[config.mk]
export PLATFORM = sky130hd
export DESIGN_NAME = mac_scheduler_flat
export DESIGN_NICKNAME = d
export VERILOG_FILES = /design/src/rtl/mac_sched_pkg.sv /design/src/rtl/mac_scheduler_if.sv /design/src/rtl/mac_scheduler_rr_arbiter.sv /design/src/rtl/mac_scheduler.sv /design/src/flat_wrapper.sv
export SDC_FILE = /design/constraint.sdc
export NUM_CORES = 2
export LEC_CHECK = 0
export ABC_AREA = 1
export CORE_AREA = 4 4 211 419
export DETAILED_ROUTE_END_ITERATION = 8
export DIE_AREA = 0 0 215 423
export HOLD_SLACK_MARGIN = 0.03
export SLEW_MARGIN = 20
export SYNTH_ARGS = -nofsm -noshare
export SYNTH_HDL_FRONTEND = slang
export SYNTH_SLANG_ARGS = --single-unit
export TNS_END_PERCENT = 30
[constraint.sdc]
create_clock -name MACCLK -period 11.65 [get_ports MACCLK]
set_clock_uncertainty 0.15 [all_clocks]
set_input_delay 1.7475 -clock MACCLK [delete_from_list [all_inputs] [get_ports MACCLK]]
set_output_delay 1.7475 -clock MACCLK [all_outputs]
set_load 0.01 [all_outputs]
[src/rtl/mac_sched_pkg.sv]
// Shared widths, FSM state type and accumulator limits for the time-shared MAC scheduler.
package mac_sched_pkg;

    localparam int A_W   = 25;
    localparam int B_W   = 18;
    localparam int P_W   = 43;
    localparam int ACC_W = 48;

    typedef enum logic {
        IDLE  = 1'b0,
        BURST = 1'b1
    } state_t;

    localparam logic signed [ACC_W-1:0] ACC_MAX = 48'sh7FFF_FFFF_FFFF;
    localparam logic signed [ACC_W-1:0] ACC_MIN = 48'sh8000_0000_0000;

endpackage

[src/rtl/mac_scheduler_if.sv]
// Request/result bus between the filter stages (master) and the MAC scheduler (slave).
interface mac_scheduler_if #(
    parameter int NREQ  = 3,
    parameter int TAG_W = 2
);
    import mac_sched_pkg::*;

    logic [NREQ-1:0]       req_valid;
    logic [NREQ-1:0]       req_ready;
    logic [NREQ*A_W-1:0]   req_a;
    logic [NREQ*B_W-1:0]   req_b;
    logic [NREQ-1:0]       req_last;
    logic                  res_valid;
    logic [TAG_W-1:0]      res_tag;
    logic [ACC_W-1:0]      res_data;
    logic                  busy;
    logic                  burst_err;

    modport master (
        output req_valid, req_a, req_b, req_last,
        input  req_ready, res_valid, res_tag, res_data, busy, burst_err
    );

    modport slave (
        input  req_valid, req_a, req_b, req_last,
        output req_ready, res_valid, res_tag, res_data, busy, burst_err
    );

endinterface

[src/rtl/mac_scheduler_rr_arbiter.sv]
// Combinational round-robin search: first set request at or after ptr, modulo NREQ.
module rr_arbiter #(
    parameter int NREQ  = 3,
    parameter int TAG_W = 2
) (
    input  logic [NREQ-1:0]  req,
    input  logic [TAG_W-1:0] ptr,
    output logic [TAG_W-1:0] grant,
    output logic             any_req
);

    int idx;

    // Scan from the farthest offset down so the closest requester to ptr wins.
    always_comb begin
        grant   = '0;
        any_req = |req;
        idx     = 0;
        for (int off = NREQ - 1; off >= 0; off--) begin
            idx = int'(ptr) + off;
            if (idx >= NREQ) idx = idx - NREQ;
            if (req[idx]) grant = TAG_W'(idx);
        end
    end

endmodule

[src/rtl/mac_scheduler.sv]
// Round-robin burst scheduler feeding one shared 25x18 MAC with a 48-bit accumulator.
// Define MAC_SCHEDULER_SAT_EN to saturate the accumulator instead of wrapping.
module mac_scheduler
    import mac_sched_pkg::*;
#(
    parameter int NREQ     = 3,
    parameter int MAX_TAPS = 64,
    parameter int TAG_W    = 2
) (
    input logic            MACCLK,
    input logic            RSTN,
    mac_scheduler_if.slave bus
);

    localparam int CNT_W = (MAX_TAPS > 1) ? $clog2(MAX_TAPS) : 1;

    function automatic logic [TAG_W-1:0] next_ptr(input logic [TAG_W-1:0] g);
        return (int'(g) == NREQ - 1) ? '0 : g + TAG_W'(1);
    endfunction

    function automatic logic signed [ACC_W-1:0] acc_step(
        input logic signed [ACC_W-1:0] acc,
        input logic signed [P_W-1:0]   p
    );
        logic signed [ACC_W:0] sum;
        sum = $signed({acc[ACC_W-1], acc}) + $signed({{(ACC_W + 1 - P_W){p[P_W-1]}}, p});
`ifdef MAC_SCHEDULER_SAT_EN
        if (sum[ACC_W] != sum[ACC_W-1]) return sum[ACC_W] ? ACC_MIN : ACC_MAX;
`endif
        return $signed(sum[ACC_W-1:0]);
    endfunction

    state_t            state_q;
    logic [TAG_W-1:0]  grant_q;
    logic [TAG_W-1:0]  ptr_q;
    logic [CNT_W-1:0]  cnt_q;
    logic [NREQ-1:0]   ready_q;
    logic              err_q;

    logic [TAG_W-1:0]  arb_idx;
    logic              arb_any;

    logic signed [A_W-1:0] a_sel;
    logic signed [B_W-1:0] b_sel;
    logic                  last_sel;
    logic                  accept;
    logic                  max_hit;
    logic                  burst_end;

    logic                  vld_p1;
    logic signed [A_W-1:0] a_p1;
    logic signed [B_W-1:0] b_p1;
    logic                  first_p1;
    logic                  last_p1;
    logic [TAG_W-1:0]      tag_p1;
    logic signed [P_W-1:0] prod_p1;

    logic signed [ACC_W-1:0] acc_p2;
    logic                    res_vld_p2;
    logic [TAG_W-1:0]        tag_p2;

    rr_arbiter #(
        .NREQ  (NREQ),
        .TAG_W (TAG_W)
    ) u_arb (
        .req     (bus.req_valid),
        .ptr     (ptr_q),
        .grant   (arb_idx),
        .any_req (arb_any)
    );

    always_comb begin
        a_sel     = $signed(bus.req_a[int'(grant_q) * A_W +: A_W]);
        b_sel     = $signed(bus.req_b[int'(grant_q) * B_W +: B_W]);
        last_sel  = bus.req_last[grant_q];
        accept    = bus.req_valid[grant_q] & ready_q[grant_q];
        max_hit   = (cnt_q == CNT_W'(MAX_TAPS - 1));
        burst_end = accept & (last_sel | max_hit);
    end

    // Control: arbitration in IDLE, beat counting and burst termination in BURST.
    always_ff @(posedge MACCLK or negedge RSTN) begin
        if (!RSTN) begin
            state_q <= IDLE;
            grant_q <= '0;
            ptr_q   <= '0;
            cnt_q   <= '0;
            ready_q <= '0;
            err_q   <= 1'b0;
        end else begin
            case (state_q)
                IDLE: begin
                    ready_q <= '0;
                    if (arb_any) begin
                        grant_q <= arb_idx;
                        cnt_q   <= '0;
                        ready_q <= NREQ'(1) << arb_idx;
                        state_q <= BURST;
                    end
                end
                BURST: begin
                    if (accept) begin
                        cnt_q <= cnt_q + CNT_W'(1);
                        if (burst_end) begin
                            state_q <= IDLE;
                            ready_q <= '0;
                            ptr_q   <= next_ptr(grant_q);
                            if (max_hit && !last_sel) err_q <= 1'b1;
                        end
                    end
                end
                default: begin
                    state_q <= IDLE;
                    ready_q <= '0;
                end
            endcase
        end
    end

    // Stage 1: capture the accepted beat and its burst markers.
    always_ff @(posedge MACCLK or negedge RSTN) begin
        if (!RSTN) begin
            vld_p1   <= 1'b0;
            a_p1     <= '0;
            b_p1     <= '0;
            first_p1 <= 1'b0;
            last_p1  <= 1'b0;
            tag_p1   <= '0;
        end else begin
            vld_p1 <= accept;
            if (accept) begin
                a_p1     <= a_sel;
                b_p1     <= b_sel;
                first_p1 <= (cnt_q == '0);
                last_p1  <= burst_end;
                tag_p1   <= grant_q;
            end
        end
    end

    always_comb prod_p1 = a_p1 * b_p1;

    // Stage 2: accumulate; the first flag restarts the sum so bursts never mix.
    always_ff @(posedge MACCLK or negedge RSTN) begin
        if (!RSTN) begin
            acc_p2     <= '0;
            res_vld_p2 <= 1'b0;
            tag_p2     <= '0;
        end else begin
            res_vld_p2 <= vld_p1 & last_p1;
            if (vld_p1) begin
                acc_p2 <= acc_step(first_p1 ? '0 : acc_p2, prod_p1);
                tag_p2 <= tag_p1;
            end
        end
    end

    assign bus.req_ready = ready_q;
    assign bus.res_valid = res_vld_p2;
    assign bus.res_tag   = tag_p2;
    assign bus.res_data  = acc_p2;
    assign bus.busy      = (state_q == BURST) | vld_p1;
    assign bus.burst_err = err_q;

endmodule

[src/flat_wrapper.sv]
// flat-port wrapper written by rule: the top's interface ports become plain ports
module mac_scheduler_flat import mac_sched_pkg::*;
#(
    parameter int NREQ     = 3,
    parameter int MAX_TAPS = 64,
    parameter int TAG_W    = 2
)
  (MACCLK, RSTN, bus_req_valid, bus_req_a, bus_req_b, bus_req_last, bus_req_ready, bus_res_valid, bus_res_tag, bus_res_data, bus_busy, bus_burst_err);
  mac_scheduler_if #(.NREQ(NREQ), .TAG_W(TAG_W)) bus_i ();
  input logic MACCLK;
  input logic RSTN;
  input wire logic [$bits(bus_i.req_valid)-1:0] bus_req_valid;
  input wire logic [$bits(bus_i.req_a)-1:0] bus_req_a;
  input wire logic [$bits(bus_i.req_b)-1:0] bus_req_b;
  input wire logic [$bits(bus_i.req_last)-1:0] bus_req_last;
  output wire logic [$bits(bus_i.req_ready)-1:0] bus_req_ready;
  output wire logic [$bits(bus_i.res_valid)-1:0] bus_res_valid;
  output wire logic [$bits(bus_i.res_tag)-1:0] bus_res_tag;
  output wire logic [$bits(bus_i.res_data)-1:0] bus_res_data;
  output wire logic [$bits(bus_i.busy)-1:0] bus_busy;
  output wire logic [$bits(bus_i.burst_err)-1:0] bus_burst_err;
  assign bus_i.req_valid = bus_req_valid;
  assign bus_i.req_a = bus_req_a;
  assign bus_i.req_b = bus_req_b;
  assign bus_i.req_last = bus_req_last;
  assign bus_req_ready = bus_i.req_ready;
  assign bus_res_valid = bus_i.res_valid;
  assign bus_res_tag = bus_i.res_tag;
  assign bus_res_data = bus_i.res_data;
  assign bus_busy = bus_i.busy;
  assign bus_burst_err = bus_i.burst_err;
  mac_scheduler #(.NREQ(NREQ), .MAX_TAPS(MAX_TAPS), .TAG_W(TAG_W)) u_core (.MACCLK(MACCLK), .RSTN(RSTN), .bus(bus_i));
endmodule
Word-level counts from Yosys, hierarchy flattened
Index checks and enable logic that the tools add are counted.

Add/sub/neg operators: 8. Multipliers: 3. Magnitude comparators: 7. Eq/ne operators: 5. Shift-type cells: 3. Multiplexer cells: 34. Bitwise logic cells: 6. Reduce and logical (&&, ||, !) cells: 9.

Operators by type and width (number): less-than comparator 32 x 4 -> 1 bit (second input constant) (3); two-way mux 32 bit (3); variable part select 75 x 32 -> 25 bit (1); variable part select 54 x 32 -> 18 bit (1); adder 48 x 43 -> 48 bit (1); two-way mux 48 bit (1); multiplier 25 x 18 -> 43 bit (1); binary-select mux 1 bit (select 2 bit) (6); two-way mux 1 bit (12); two-way mux 6 bit (2); one-hot mux 6 bit (2 select lines) (1); two-way mux 3 bit (3); two-way mux 2 bit (4); subtractor 3 x 2 -> 4 bit (second input constant) (2); multiplier 2 x 5 -> 7 bit (second input constant) (1); adder 6 x 1 -> 6 bit (second input constant) (1); == test 6 bit (second input constant) (1); greater-or-equal comparator 3 x 2 -> 1 bit (second input constant) (2); logical NOT 6 bit (1); multiplier 2 x 4 -> 6 bit (second input constant) (1); one-hot mux 3 bit (2 select lines) (1); AND reduction 2 bit (3); inequality test 2 bit (second input constant) (2); AND reduction 4 bit (1); other kinds (17) (20).

Flip-flop bits (word level): 114. Input bits: 137. Output and inout port bits: 56. Logic and storage cells: 90.

Longest topological paths before layout
Depth in word-level cells: 12. Gate-level depth with buffers: 29. Mapped depth without buffers: 27.

By module
Synthesis repeated with hierarchy kept, for this count alone.

Cells, all modules: 3378. Area, all modules: 25602.1 um^2.

Modules (own cells, without submodules): mac_scheduler (instances 1, cells an instance 3343, area each 25416.9 um^2, sequential area each 2852.7 um^2); rr_arbiter (instances 1, cells an instance 35, area each 185.2 um^2, sequential area each 0.0 um^2).

Least setup slack after synthesis
Ideal clock, no wire load.

Path type: reg-to-reg. Start: register u_core.a_p1[24]. End: register u_core.acc_p2[41] (netlist: u_core.bus.res_data[41]). Setup time: 0.118 ns. Data arrival time: 6.156 ns. Data required time: 11.382 ns. Setup slack: 5.226 ns. Stages on the path, launching flop included: 26. Buffers on the path: 2. Period minus slack after synthesis: 6.424 ns. Cells stage by stage: dfrtp_1 clkbuf_1 clkbuf_1 nand2_1 inv_1 fa_1 fa_1 inv_1 fa_1 inv_1 fa_1 fa_1 inv_1 fa_1 inv_1 ha_1 ha_1 nand2_1 nor2_1 inv_1 nor3_1 nand3_1 nand3_1 nand2_1 nand3_1 nand2_1.

Cells in the longest elaborated chain, start to end: 2.

Ends and longest elaborated chain: start: declaration (line mac_scheduler.sv:51) `logic signed [A_W-1:0] a_p1;`; start signal: assignment (line mac_scheduler.sv:132) `a_p1 <= a_sel;`; multiplier 25 x 18 -> 43 bit (line mac_scheduler.sv:141) `always_comb prod_p1 = a_p1 * b_p1;`; adder 48 x 43 -> 48 bit (line mac_scheduler.sv:26) `sum = $signed({acc[ACC_W-1], acc}) + $signed({{(ACC_W + 1 - P_W){p[P_W-1]}}, p});`; end signal: assignment (line mac_scheduler.sv:152) `acc_p2 <= acc_step(first_p1 ? '0 : acc_p2, prod_p1);`; end: declaration (line mac_scheduler.sv:58) `logic signed [ACC_W-1:0] acc_p2;`.

Every way passes these cells. A chain may end at the register's enable or synchronous reset.

Worst setup path after layout
Start: register u_core.a_p1[24]. End: register u_core.acc_p2[39] (netlist: u_core.bus.res_data[39]).

Same word-level chain as after synthesis.

==> impl_metrics.json <==
{
  "hold_violations": 0,
  "path_buf_inv": 5,
  "setup_tns_ns": 0,
  "fmax_mhz": 140,
  "dr.pass1.iters": 7,
  "path_max_fanout": 19,
  "ys_ff_latch": 114,
  "setup_viol": 0,
  "routabilityCongestion": 0.895,
  "root_buffer": "clkbuf_16",
  "ios": 193,
  "htree_num_levels": 4,
  "cpPeakStageDelay_ns": 0.76,
  "fin_crit_ns": 7.14,
  "grt.total_usage": 0.173,
  "crit_top_cell": "fa_1",
  "cp.required_ns": 11.87,
  "critPathLaunchType": "flip-flop",
  "drt_iter0_drc": 1101,
  "core_mm2": 0.0854,
  "criticalPathCategory": "reg2reg",
  "maxSlewViolCount": 0,
  "crit_family": "adder cells",
  "crit_chain": "nand2_1 > inv_1 > fa_1 > fa_1 > inv_1 > fa_1 > inv_1 > fa_1 > fa_1 > inv_1 > fa_1 > inv_1 > ha_1 > ha_1 > nand2_1 > nor2_1 > nand2_1 > nor3_1 > nand3_1 > nand3_1 > nand2_1 > nand3_1 > nand2_1",
  "avgSynthCellArea_um2": 7.56,
  "overflow": 0,
  "grt_pass1_vias": 22700,
  "vias_per_cell": 4.58,
  "die_height_um": 423,
  "yosysSeqAreaShare": 0.112,
  "async_flop_share": 1.00,
  "critPathArrivalTime_ns": 7.36,
  "seqCellArea_mm2": 0.00285,
  "wirelength_um": 75800,
  "clkSinkCount": 114,
  "grt_start_max_net_pins": 91,
  "path_clk_slew_ns": 0.07,
  "grt_pass1_wl_um": 126000,
  "crit_path_top_delay_cell": "dfrtp_1",
  "post-cts-setup-buffers": 0,
  "die_w_um": 215,
  "yosysWarnings": 0,
  "layout-drive-gt1-share": 0.0283,
  "fin_crit_sh": 0.613,
  "max_cap_viol_count": 0,
  "clock_path_buffers": 2,
  "outcome": "finished, final reports clean",
  "drc": 0,
  "cts_tree": "yes",
  "antenna_found_initial": 0,
  "numCtsBuffers": 17,
  "syn_area_mm2": 0.0254,
  "clk_latency_ns": 0.48,
  "max_slew.worst_pin.slew_ns": 1.18,
  "yosysUniqueCellTypes": 41,
  "fill_cells": 8909,
  "routedWlPerCell_um": 16.7,
  "syn_nets": 4144,
  "multi_input_area_mm2": 0.0184,
  "crit_path_end_kind": "flip-flop",
  "synthCells": 3359,
  "synthFlopType": "dfrtp_1",
  "final_nets": 4240,
  "hpwl_um": 62600,
  "postCtsHoldBufs": 0,
  "hold_path.class": "reg2reg",
  "synth_edf_count": 0,
  "ant_nets": 0,
  "start_util": 0.297,
  "port_buffers": 192,
  "rsz0062_at_grt": "no",
  "dr_total_vias": 20800,
  "cts_resized": 0,
  "dieArea_mm2": 0.0909,
  "area_delta_synth_final_pct": 13.7,
  "std_cell_rows": 152,
  "max_slew_margin": 0.213
}
cell usage in the layout (no fill, tap or decap), types with 2 or more instances in the layout:
master           count
o21ai_0             27
xor2_1               5
a21o_1               2
inv_8                3
fa_1               507
a41oi_1             23
nand2_1           1101
ha_1               141
or2_2                5
inv_6                7
xnor2_1             17
a21oi_1             25
clkdlybuf4s50_1    191
inv_1              937
nand3_1             76
dfrtp_1            114
inv_2                5
nand3b_1             9
nor3_1              10
clkbuf_16           17
o21ai_1              7
a41oi_2             20
nor2_1             154
clkinv_4             3
a31oi_1              3
nand4_1             12
o22ai_1              3
buf_4               27
cells by family after synthesis:
| kind of cell | share of synthesized area |
|---|---|
| compound gates | 0.0371 |
| xor+xnor | 0.00759 |
| fa+ha+maj | 0.469 |
| flops | 0.112 |
| buf+inv | 0.162 |
| simple gates | 0.211 |
per-stage QoR:
stage	instance area, µm²	util	worst slack [ns]	instances	hold WS, ns
2_1_floorplan	25400	-	5.23	3359	0.283
3_3_place_gp	28300	0.331	4.60	4514	0.309
3_5_place_dp	28300	0.331	4.48	4514	0.310
4_1_cts	28900	0.338	4.46	4546	0.327
5_1_grt	28900	0.338	3.91	4546	0.355
6_report	28900	0.338	4.51	4547	0.324
worst min-delay path: stages (launching register included):
cell,delay [ns]
dfrtp_1,0.35
nand2_1,0.05
nand2_1,0.04
cell usage after synthesis, types with 2 or more instances:
library cell,number,share of area
nand2_1,1101,0.16
inv_1,937,0.14
fa_1,507,0.40
nor2_1,155,0.023
ha_1,141,0.070
clkbuf_1,114,0.017
dfrtp_1,114,0.11
nand3_1,76,0.015
o21ai_0,27,0.0053
a21oi_1,25,0.0049
a41oi_1,23,0.0079
a41oi_2,20,0.013
buf_1,17,0.0025
xnor2_1,17,0.0059
nand4_1,12,0.0030
nor3_1,10,0.0020
nand3b_1,9,0.0027
o21ai_1,7,0.0014
buf_4,5,0.0015
or2_2,5,0.0012
xor2_1,5,0.0017
inv_2,4,0.00059
a31oi_1,3,0.00074
buf_6,3,0.0013
o22ai_1,3,0.00074
a21o_1,2,0.00059
buf_2,2,0.00039
clkinv_1,2,0.00030
layer usage:
metal	vias to the layer above	part of all wire	global-route usage
li1	9714	-	-
met3	96	0.062	0.0307
met1	10400	0.45	0.235
met5	-	0	0
met2	675	0.47	0.289
met4	0	0.020	0.0409
sequential cells by signal, summed over array words and instances (netlist names), 2 cells and up:
name and cells:
u_core.ptr_q 2, u_core.grant_q 2, u_core.bus.res_data 48, u_core.cnt_q 6
u_core.tag_p1 2, u_core.bus.res_tag 2, u_core.bus.req_ready 3, u_core.b_p1 18
u_core.a_p1 25
worst paths after layout:
kind / from / endpoint / slack, ns / cells past startpoint
worst min-delay path: u_core.bus.res_tag[1] / u_core.bus.res_tag[1] / 0.32 / 2
worst min register to register: u_core.bus.res_tag[1] / u_core.bus.res_tag[1] / 0.32 / 2
worst max register to register: u_core.a_p1[24] / u_core.bus.res_data[39] / 4.51 / 23
max in group asynchronous: RSTN / u_core.b_p1[4] / 8.76 / 2
min in group asynchronous: RSTN / u_core.a_p1[16] / 1.27 / 1
worst max-delay path: u_core.a_p1[24] / u_core.bus.res_data[39] / 4.51 / 23
area by class of cell:
class                   instances  area share
well taps                    1078      0.0467
multi-input cells            2160       0.638
repair buffers                218      0.0733
clock inverters                15     0.00551
flip-flops and latches        114      0.0988
diodes                          1   0.0000867
inverters                     944       0.123
clock buffers                  17      0.0147
Power is left out: the tool's default activity adds up to more than one toggle a clock period on the data nets, which glitch-free logic cannot reach.
